## src/rtl/fetch_pkg.sv

```systemverilog
// ============================================================================
// Module   : fetch_pkg
// Brief    : Shared types and constants for the instruction fetch unit and
//            the processor decode stage.
// Revision : 1.0 - initial release
// ============================================================================
`default_nettype none

package fetch_pkg;

    localparam int DEF_ADDR_W = 5;
    localparam int DEF_DATA_W = 8;

    typedef enum logic [1:0] {
        IDLE = 2'd0,
        WAIT = 2'd1,
        HOLD = 2'd2,
        HALT = 2'd3
    } fetch_state_e;

    localparam logic [1:0] OP_MV  = 2'b00;
    localparam logic [1:0] OP_MVI = 2'b01;
    localparam logic [1:0] OP_ADD = 2'b10;
    localparam logic [1:0] OP_SUB = 2'b11;

endpackage

`default_nettype wire

```

## src/rtl/instr_fetch_unit_if.sv

```systemverilog
// ============================================================================
// Module   : instr_fetch_unit_if
// Brief    : ROM address/data bus plus the instruction valid/ready handshake.
// Revision : 1.0 - initial release
// ============================================================================
`default_nettype none

interface instr_fetch_unit_if
    import fetch_pkg::*;
#(
    parameter int ADDR_W = DEF_ADDR_W,
    parameter int DATA_W = DEF_DATA_W
);
    logic [ADDR_W-1:0] rom_addr;
    logic [DATA_W-1:0] rom_q;
    logic [DATA_W-1:0] instr;
    logic              instr_valid;
    logic              instr_ready;

    // Fetch-unit side
    modport master (
        output rom_addr,
        output instr,
        output instr_valid,
        input  rom_q,
        input  instr_ready
    );

    // ROM / processor side
    modport slave (
        input  rom_addr,
        input  instr,
        input  instr_valid,
        output rom_q,
        output instr_ready
    );
endinterface

`default_nettype wire

```

## src/rtl/instr_fetch_unit_step_edge_det.sv

```systemverilog
// ============================================================================
// Module   : step_edge_det
// Brief    : Registered rising-edge detector with asynchronous active-low clear.
// Revision : 1.0 - initial release
// ============================================================================
`default_nettype none

module step_edge_det (
    input  wire logic clk,
    input  wire logic reset_n,
    input  wire logic d,
    output logic      rise
);
    logic prev_q;
    logic prev_d;

    always_comb begin
        prev_d = d;
    end

    always_ff @(posedge clk or negedge reset_n) begin
        if (!reset_n) begin
            prev_q <= 1'b0;
        end else begin
            prev_q <= prev_d;
        end
    end

    assign rise = d & ~prev_q;
endmodule

`default_nettype wire

```

## src/rtl/instr_fetch_unit.sv

```systemverilog
// ============================================================================
// Module   : instr_fetch_unit
// Brief    : PC owner and ROM-latency absorber feeding the processor through a
//            valid/ready handshake. Optional breakpoint: FETCH_BKPT_EN.
// Revision : 1.0 - initial release
// ============================================================================
`default_nettype none

module instr_fetch_unit
    import fetch_pkg::*;
#(
    parameter int ADDR_W  = DEF_ADDR_W,
    parameter int DATA_W  = DEF_DATA_W,
    parameter int ROM_LAT = 1,
    parameter int CNT_W   = 16
) (
    input  wire logic              clk,
    input  wire logic              reset_n,
    input  wire logic              run,
    input  wire logic              step,
`ifdef FETCH_BKPT_EN
    input  wire logic              bkpt_en,
    input  wire logic [ADDR_W-1:0] bkpt_addr,
`endif
    instr_fetch_unit_if.master     bus,
    output logic [ADDR_W-1:0]      pc,
    output logic [CNT_W-1:0]       fetch_count,
    output logic                   halted
);
    localparam logic [1:0]        LAT_INIT = 2'(ROM_LAT);
    localparam logic [ADDR_W-1:0] PC_ONE   = ADDR_W'(1);
    localparam logic [CNT_W-1:0]  CNT_ONE  = CNT_W'(1);

    fetch_state_e      state_q,  state_d;
    logic [ADDR_W-1:0] pc_q,     pc_d;
    logic [DATA_W-1:0] instr_q,  instr_d;
    logic              valid_q,  valid_d;
    logic [CNT_W-1:0]  count_q,  count_d;
    logic [1:0]        lat_q,    lat_d;
    logic              step_rise;
    logic [ADDR_W-1:0] pc_inc;
    logic              bkpt_cur;
    logic              bkpt_next;
    logic              single_q, single_d;
`ifdef FETCH_BKPT_EN
    logic              halted_q, halted_d;
`endif

    step_edge_det u_step_edge_det (
        .clk     (clk),
        .reset_n (reset_n),
        .d       (step),
        .rise    (step_rise)
    );

    assign pc_inc = pc_q + PC_ONE;

`ifdef FETCH_BKPT_EN
    assign bkpt_cur  = bkpt_en && (pc_q   == bkpt_addr);
    assign bkpt_next = bkpt_en && (pc_inc == bkpt_addr);
`else
    assign bkpt_cur  = 1'b0;
    assign bkpt_next = 1'b0;
`endif

    always_comb begin
        state_d  = state_q;
        pc_d     = pc_q;
        instr_d  = instr_q;
        valid_d  = valid_q;
        count_d  = count_q;
        lat_d    = lat_q;
        single_d = single_q;
`ifdef FETCH_BKPT_EN
        halted_d = halted_q;
`endif
        case (state_q)
            IDLE: begin
                // run takes priority; a coincident step edge is simply consumed
                if (run) begin
                    if (bkpt_cur) begin
                        state_d = HALT;
`ifdef FETCH_BKPT_EN
                        halted_d = 1'b1;
`endif
                    end else begin
                        state_d = WAIT;
                        lat_d   = LAT_INIT;
                    end
                end else if (step_rise) begin
                    state_d = WAIT;
                    lat_d   = LAT_INIT;
                end
            end
            WAIT: begin
                lat_d = lat_q - 2'd1;
                if (lat_q == 2'd1) begin
                    instr_d = bus.rom_q;
                    valid_d = 1'b1;
                    state_d = HOLD;
                end
            end
            HOLD: begin
                if (bus.instr_ready) begin
                    pc_d     = pc_inc;
                    valid_d  = 1'b0;
                    single_d = 1'b0;
                    if (count_q != {CNT_W{1'b1}}) begin
                        count_d = count_q + CNT_ONE;
                    end
                    // A fetch stepped out of HALT always lands in IDLE
                    if (run && !single_q) begin
                        if (bkpt_next) begin
                            state_d = HALT;
`ifdef FETCH_BKPT_EN
                            halted_d = 1'b1;
`endif
                        end else begin
                            state_d = WAIT;
                            lat_d   = LAT_INIT;
                        end
                    end else begin
                        state_d = IDLE;
                    end
                end
            end
            default: begin
`ifdef FETCH_BKPT_EN
                if (step_rise) begin
                    state_d  = WAIT;
                    lat_d    = LAT_INIT;
                    halted_d = 1'b0;
                    single_d = 1'b1;
                end else if (!run) begin
                    state_d  = IDLE;
                    halted_d = 1'b0;
                end
`else
                state_d = IDLE;
`endif
            end
        endcase
    end

    always_ff @(posedge clk or negedge reset_n) begin
        if (!reset_n) begin
            state_q  <= IDLE;
            pc_q     <= '0;
            instr_q  <= '0;
            valid_q  <= 1'b0;
            count_q  <= '0;
            lat_q    <= '0;
            single_q <= 1'b0;
`ifdef FETCH_BKPT_EN
            halted_q <= 1'b0;
`endif
        end else begin
            state_q  <= state_d;
            pc_q     <= pc_d;
            instr_q  <= instr_d;
            valid_q  <= valid_d;
            count_q  <= count_d;
            lat_q    <= lat_d;
            single_q <= single_d;
`ifdef FETCH_BKPT_EN
            halted_q <= halted_d;
`endif
        end
    end

    // ROM samples the pc that will hold after this edge
    assign bus.rom_addr    = (state_q == HOLD && valid_q && bus.instr_ready) ? pc_inc : pc_q;
    assign bus.instr       = instr_q;
    assign bus.instr_valid = valid_q;
    assign pc              = pc_q;
    assign fetch_count     = count_q;
`ifdef FETCH_BKPT_EN
    assign halted          = halted_q;
`else
    assign halted          = 1'b0;
`endif
endmodule

`default_nettype wire

```

## src/flat_wrapper.sv

```systemverilog
// flat-port wrapper written by rule: the top's interface ports become plain ports
module instr_fetch_unit_flat import fetch_pkg::*;
#(
    parameter int ADDR_W  = DEF_ADDR_W,
    parameter int DATA_W  = DEF_DATA_W,
    parameter int ROM_LAT = 1,
    parameter int CNT_W   = 16
)
  (clk, reset_n, run, step, pc, fetch_count, halted, bus_rom_addr, bus_instr, bus_instr_valid, bus_rom_q, bus_instr_ready);
  instr_fetch_unit_if #(.ADDR_W(ADDR_W), .DATA_W(DATA_W)) bus_i ();
  input  wire logic clk;
  input  wire logic reset_n;
  input  wire logic run;
  input  wire logic step;
  output logic [ADDR_W-1:0] pc;
  output logic [CNT_W-1:0] fetch_count;
  output logic halted;
  output wire logic [$bits(bus_i.rom_addr)-1:0] bus_rom_addr;
  output wire logic [$bits(bus_i.instr)-1:0] bus_instr;
  output wire logic [$bits(bus_i.instr_valid)-1:0] bus_instr_valid;
  input wire logic [$bits(bus_i.rom_q)-1:0] bus_rom_q;
  input wire logic [$bits(bus_i.instr_ready)-1:0] bus_instr_ready;
  assign bus_rom_addr = bus_i.rom_addr;
  assign bus_instr = bus_i.instr;
  assign bus_instr_valid = bus_i.instr_valid;
  assign bus_i.rom_q = bus_rom_q;
  assign bus_i.instr_ready = bus_instr_ready;
  instr_fetch_unit #(.ADDR_W(ADDR_W), .DATA_W(DATA_W), .ROM_LAT(ROM_LAT), .CNT_W(CNT_W)) u_core (.clk(clk), .reset_n(reset_n), .run(run), .step(step), .bus(bus_i), .pc(pc), .fetch_count(fetch_count), .halted(halted));
endmodule
```

## config.mk

```make
export PLATFORM = sky130hd
export DESIGN_NAME = instr_fetch_unit_flat
export DESIGN_NICKNAME = d
export VERILOG_FILES = /design/src/rtl/fetch_pkg.sv /design/src/rtl/instr_fetch_unit_if.sv /design/src/rtl/instr_fetch_unit_step_edge_det.sv /design/src/rtl/instr_fetch_unit.sv /design/src/flat_wrapper.sv
export SDC_FILE = /design/constraint.sdc
export NUM_CORES = 1
export LEC_CHECK = 0
export ABC_AREA = 0
export CAP_MARGIN = 0
export CORE_MARGIN = 2
export CORE_UTILIZATION = 32
export DETAILED_ROUTE_END_ITERATION = 8
export PLACE_DENSITY = 0.63
export SLEW_MARGIN = 20
export SYNTH_ARGS = -nofsm -noshare
export SYNTH_HDL_FRONTEND = slang
export SYNTH_HIERARCHICAL = 1
export SYNTH_SLANG_ARGS = --single-unit
```

## constraint.sdc

```tcl
create_clock -name clk -period 2.5 [get_ports clk]
set_input_delay 0.5 -clock clk [delete_from_list [all_inputs] [get_ports clk]]
set_output_delay 0.5 -clock clk [all_outputs]
set_load 0.02 [all_outputs]
```

==> results.rst <==
.. list-table::
   :header-rows: 1

   * - Metric
     - Value
   * - Outcome
     - complete, no violations
   * - DR WL/cell
     - 12.3 µm
   * - Top layer reached by signal wires
     - met4
   * - First-pass iteration count of the detailed router
     - 4
   * - Chip height
     - 77.4 µm
   * - Number of levels in the clock H-tree
     - 2
   * - Floorplan core area
     - 0.00514 mm²
   * - Total instance count after detailed placement
     - 269
   * - Layout overhead on the synthesized area
     - 37.9%
   * - Synth cell count leaders
     - dfrtp_1, nor2_1, xnor2_1
   * - Worst path required time
     - 2.00 ns
   * - Horizontal die dimension
     - 77.4 µm
   * - Total clock buffers created by CTS
     - 5
   * - Post-route met1 wirelength
     - 1.56 mm
   * - Detailed route wirelength on metal2
     - 1.60 mm
   * - Syn_nets
     - 166
   * - Class of the tightest hold or removal check
     - in -> async
   * - Final cell count without fillers
     - 277
   * - Placement Setup Slack
     - -0.248 ns
   * - Maximum number of pins on one net before global-route repair
     - 36
   * - Met3 WL post-DR
     - 226 µm
   * - Peak ir drop on the vdd network
     - 0.438 mV
   * - Least setup slack across all paths after layout
     - 0.0757 ns
   * - CTS tree
     - built
   * - Final setup violation count
     - 0
   * - Vias
     - 1296
   * - Final-report max-slew violation count
     - 0
   * - Main synth FF type
     - dfrtp_1
   * - Unrepaired setup endpoints after global routing
     - false
   * - Nets
     - 222
   * - Detailed Route Iter0 Violations
     - 84
   * - Top-count cell post-synth
     - dfrtp_1
   * - Syn. warnings
     - 6
   * - Worst setup endpoint
     - bus_rom_addr[1]
   * - Top cell type's share of synthesized area
     - 0.509
   * - Total of max-cap violations
     - 0
   * - Total routing usage reported by global routing
     - 0.124
   * - Post-detailed-route count of antenna-violating nets
     - 0
   * - Register bit total from synthesis
     - 35
   * - Clock Skews
     - 0.00471 ns
   * - FF-to-FF Start
     - u_core/fetch_count[0]
   * - Cells taking the most area after synthesis
     - dfrtp_1, xnor2_1, mux2_2, xor2_1, nor2_1
   * - Fraction of registers with async set or reset after synthesis
     - 1.00
   * - Sort of element at the start of the critical path
     - input port
   * - # port buffers
     - 47
   * - Complex-gate fraction of the synthesized area
     - 0.0414
   * - Number of cells traversed by the worst register-to-register path
     - 5
   * - Ratio of final minimum period to clock period
     - 0.970
   * - Vias/cell
     - 4.68
   * - Worst-path clk slew
     - 0.07 ns
   * - Hold-fix buffers, CTS
     - 0
   * - CP Max Fanout
     - 4
   * - Sequential fraction of the synthesis area
     - 0.509
   * - Proportion of synthesized area in mux cells
     - 0.0676
   * - Clock period minus final worst setup slack
     - 2.42 ns
   * - Maximum achievable frequency
     - 412 MHz
   * - Power density over the cells
     - 965 mW/mm²
   * - Final design utilization
     - 0.462
   * - Largest area contributor in the synthesized netlist
     - dfrtp_1
   * - Total wire length
     - 3.42 mm
   * - Total leakage power
     - 1.09 nW
   * - CTS Buffer Depth
     - 2
   * - Largest incremental delay on the critical path
     - 0.42 ns
   * - Setup TNS Final
     - 0 ns
   * - Parity-gate share of the synthesized area counting xor and xnor cells
     - 0.107
   * - Reg-to-reg critical path endpoint
     - u_core/fetch_count[6]
   * - Critical-path cell list
     - clkdlybuf4s50_1 > and3b_1 > nand2_1 > mux2_2 > dlygate4sd2_1
   * - Adder-cell share of the synthesized area
     - 0.0218
   * - Placer Congestion
     - 0.721
   * - Worst Tran Pin Value
     - 0.785 ns
   * - Initial core utilization
     - 0.335
   * - Boundary pin count
     - 49
   * - Cell with the largest stage delay on the worst path
     - clkdlybuf4s50_1
   * - Row count
     - 26
   * - Setup CP Type
     - in -> out
   * - Leftover overflow at the end of global routing
     - 0
   * - Total die area
     - 0.00598 mm²
   * - Simple-Gate Fraction of Synth Area
     - 0.227
   * - Post-Synthesis Cells
     - 150
   * - Cell at the root of the clock tree
     - clkbuf_8
   * - Setup slack on the worst flop-to-flop path
     - 0.70 ns
   * - Global-route wire length before repair
     - 5.87 mm
   * - Final number of hold-violating endpoints
     - 0
   * - Capturing element type of the critical path
     - output port
   * - Fraction of final layout cells sized beyond drive strength 1
     - 0.169
   * - Number of remaining DRC errors
     - 0
   * - Number of flops mapped to enable cells by yosys
     - 0
   * - Origin of the worst setup path
     - bus_instr_ready
   * - Vias in the first global route
     - 1213
   * - Largest family of logic cells by synthesized area
     - simple AND/OR/NAND/NOR gates
   * - Worst hold slack
     - 0.294 ns
   * - Half-perimeter wire length of the detailed placement result
     - 2.43 mm
   * - Mean cell area of the mapped netlist
     - 11.5 µm²
   * - Clock latency on the worst-skew pair
     - 0.28 ns
   * - Worst slew margin
     - 0.476
   * - Sinks on the clock net
     - 35
   * - Antenna violations before repair
     - 0
   * - Antenna Diode Count
     - 0
   * - Data arrival at the endpoint of the critical path
     - 1.92 ns
   * - Unique masters post-synth
     - 36
   * - Combined area of all synthesized cells
     - 0.00172 mm²
placed cells by master (no fill, tap or decap), types with 2 or more instances in the layout:
master	n
and3_1	3
o21ai_0	3
nor3_1	3
nor4_4	2
xor2_1	8
nand2b_1	2
xnor2_1	13
ha_1	3
nand3_1	9
clkbuf_2	2
clkdlybuf4s50_1	41
dfrtp_1	35
nand2_1	11
a21oi_1	5
clkbuf_8	7
dlygate4sd2_1	3
buf_4	5
nor2_1	14
nand4_1	5
mux2_2	9
inv_1	5
metrics by stage:
stage | cell area (µm²) | power (mW)
final | 2370 | 2.29
after detailed placement | 2290 | 1.88
after floorplan | 1720 | 1.42
after global placement | 2290 | 1.87
after global routing | 2370 | 2.45
after CTS | 2380 | 2.33
cell families (layout without fill, tap and decap cells):
| group | Yosys count | after routing |
|---|---|---|
| and+or+nand+nor | 60 | 60 |
| DFF | 35 | 35 |
| xor gates and xnor gates | 21 | 21 |
| AOI/OAI and AO/OA | 12 | 12 |
| muxes | 10 | 10 |
| buffers and inverters | 8 | 65 |
| adders and majority gates | 3 | 3 |
| other | 1 | 1 |
critical path: cells and delay by family:
family	cells	cell delay, ns
buf+inv	2	0.74
mux	1	0.35
simple gates	2	0.34
flip-flops by register name, indices dropped and copies added (netlist names):
signal / count
u_core/bus.instr: 8
u_core/u_step_edge_det/prev_q: 1
u_core/lat_q: 2
u_core/pc: 5
u_core/bus.instr_valid: 1
u_core/state_q: 2
u_core/fetch_count: 16
worst min-delay path by stage:
stage,start,slack (ns),depth (start not counted),end
5_1_grt,reset_n,0.36,1,u_core/pc[0]
4_1_cts,reset_n,0.34,1,u_core/pc[0]
3_5_place_dp,u_core/lat_q[1],0.49,1,u_core/lat_q[1]
2_1_floorplan,reset_n,0.20,0,u_core/bus.instr[0]
3_3_place_gp,u_core/fetch_count[15],0.48,1,u_core/fetch_count[15]
6_report,reset_n,0.29,1,u_core/pc[3]
area by class of cell:
type                    instances  area (µm²)
well taps                      70        87.6
repair buffers                 52         489
fillers                       507        2770
multi-input cells             107         803
clock buffers                   8         100
inverters                       5        18.8
flip-flops and latches         35         876
timing repair:
action                                 4_1_cts  5_1_grt
gates resized for setup                      5        4
setup endpoints to repair                    5        2
endpoints found under the hold margin        0        0
buffers inserted                             0        0
report_power, final:
group | internal [mW] | leakage, nW | total, mW | switching, mW
Clock | 0.252 | 0.0515 | 0.451 | 0.200
Sequential | 0.726 | 0.443 | 0.862 | 0.135
Combinational | 0.500 | 0.596 | 0.979 | 0.479
metal layers:
layer,vias to the layer above,track usage
met3,4,0.0523
met1,629,0.158
li1,625,-
met2,38,0.188
met5,-,0
met4,0,0.0429
No activity file was read; power rests on OpenSTA's default activity.
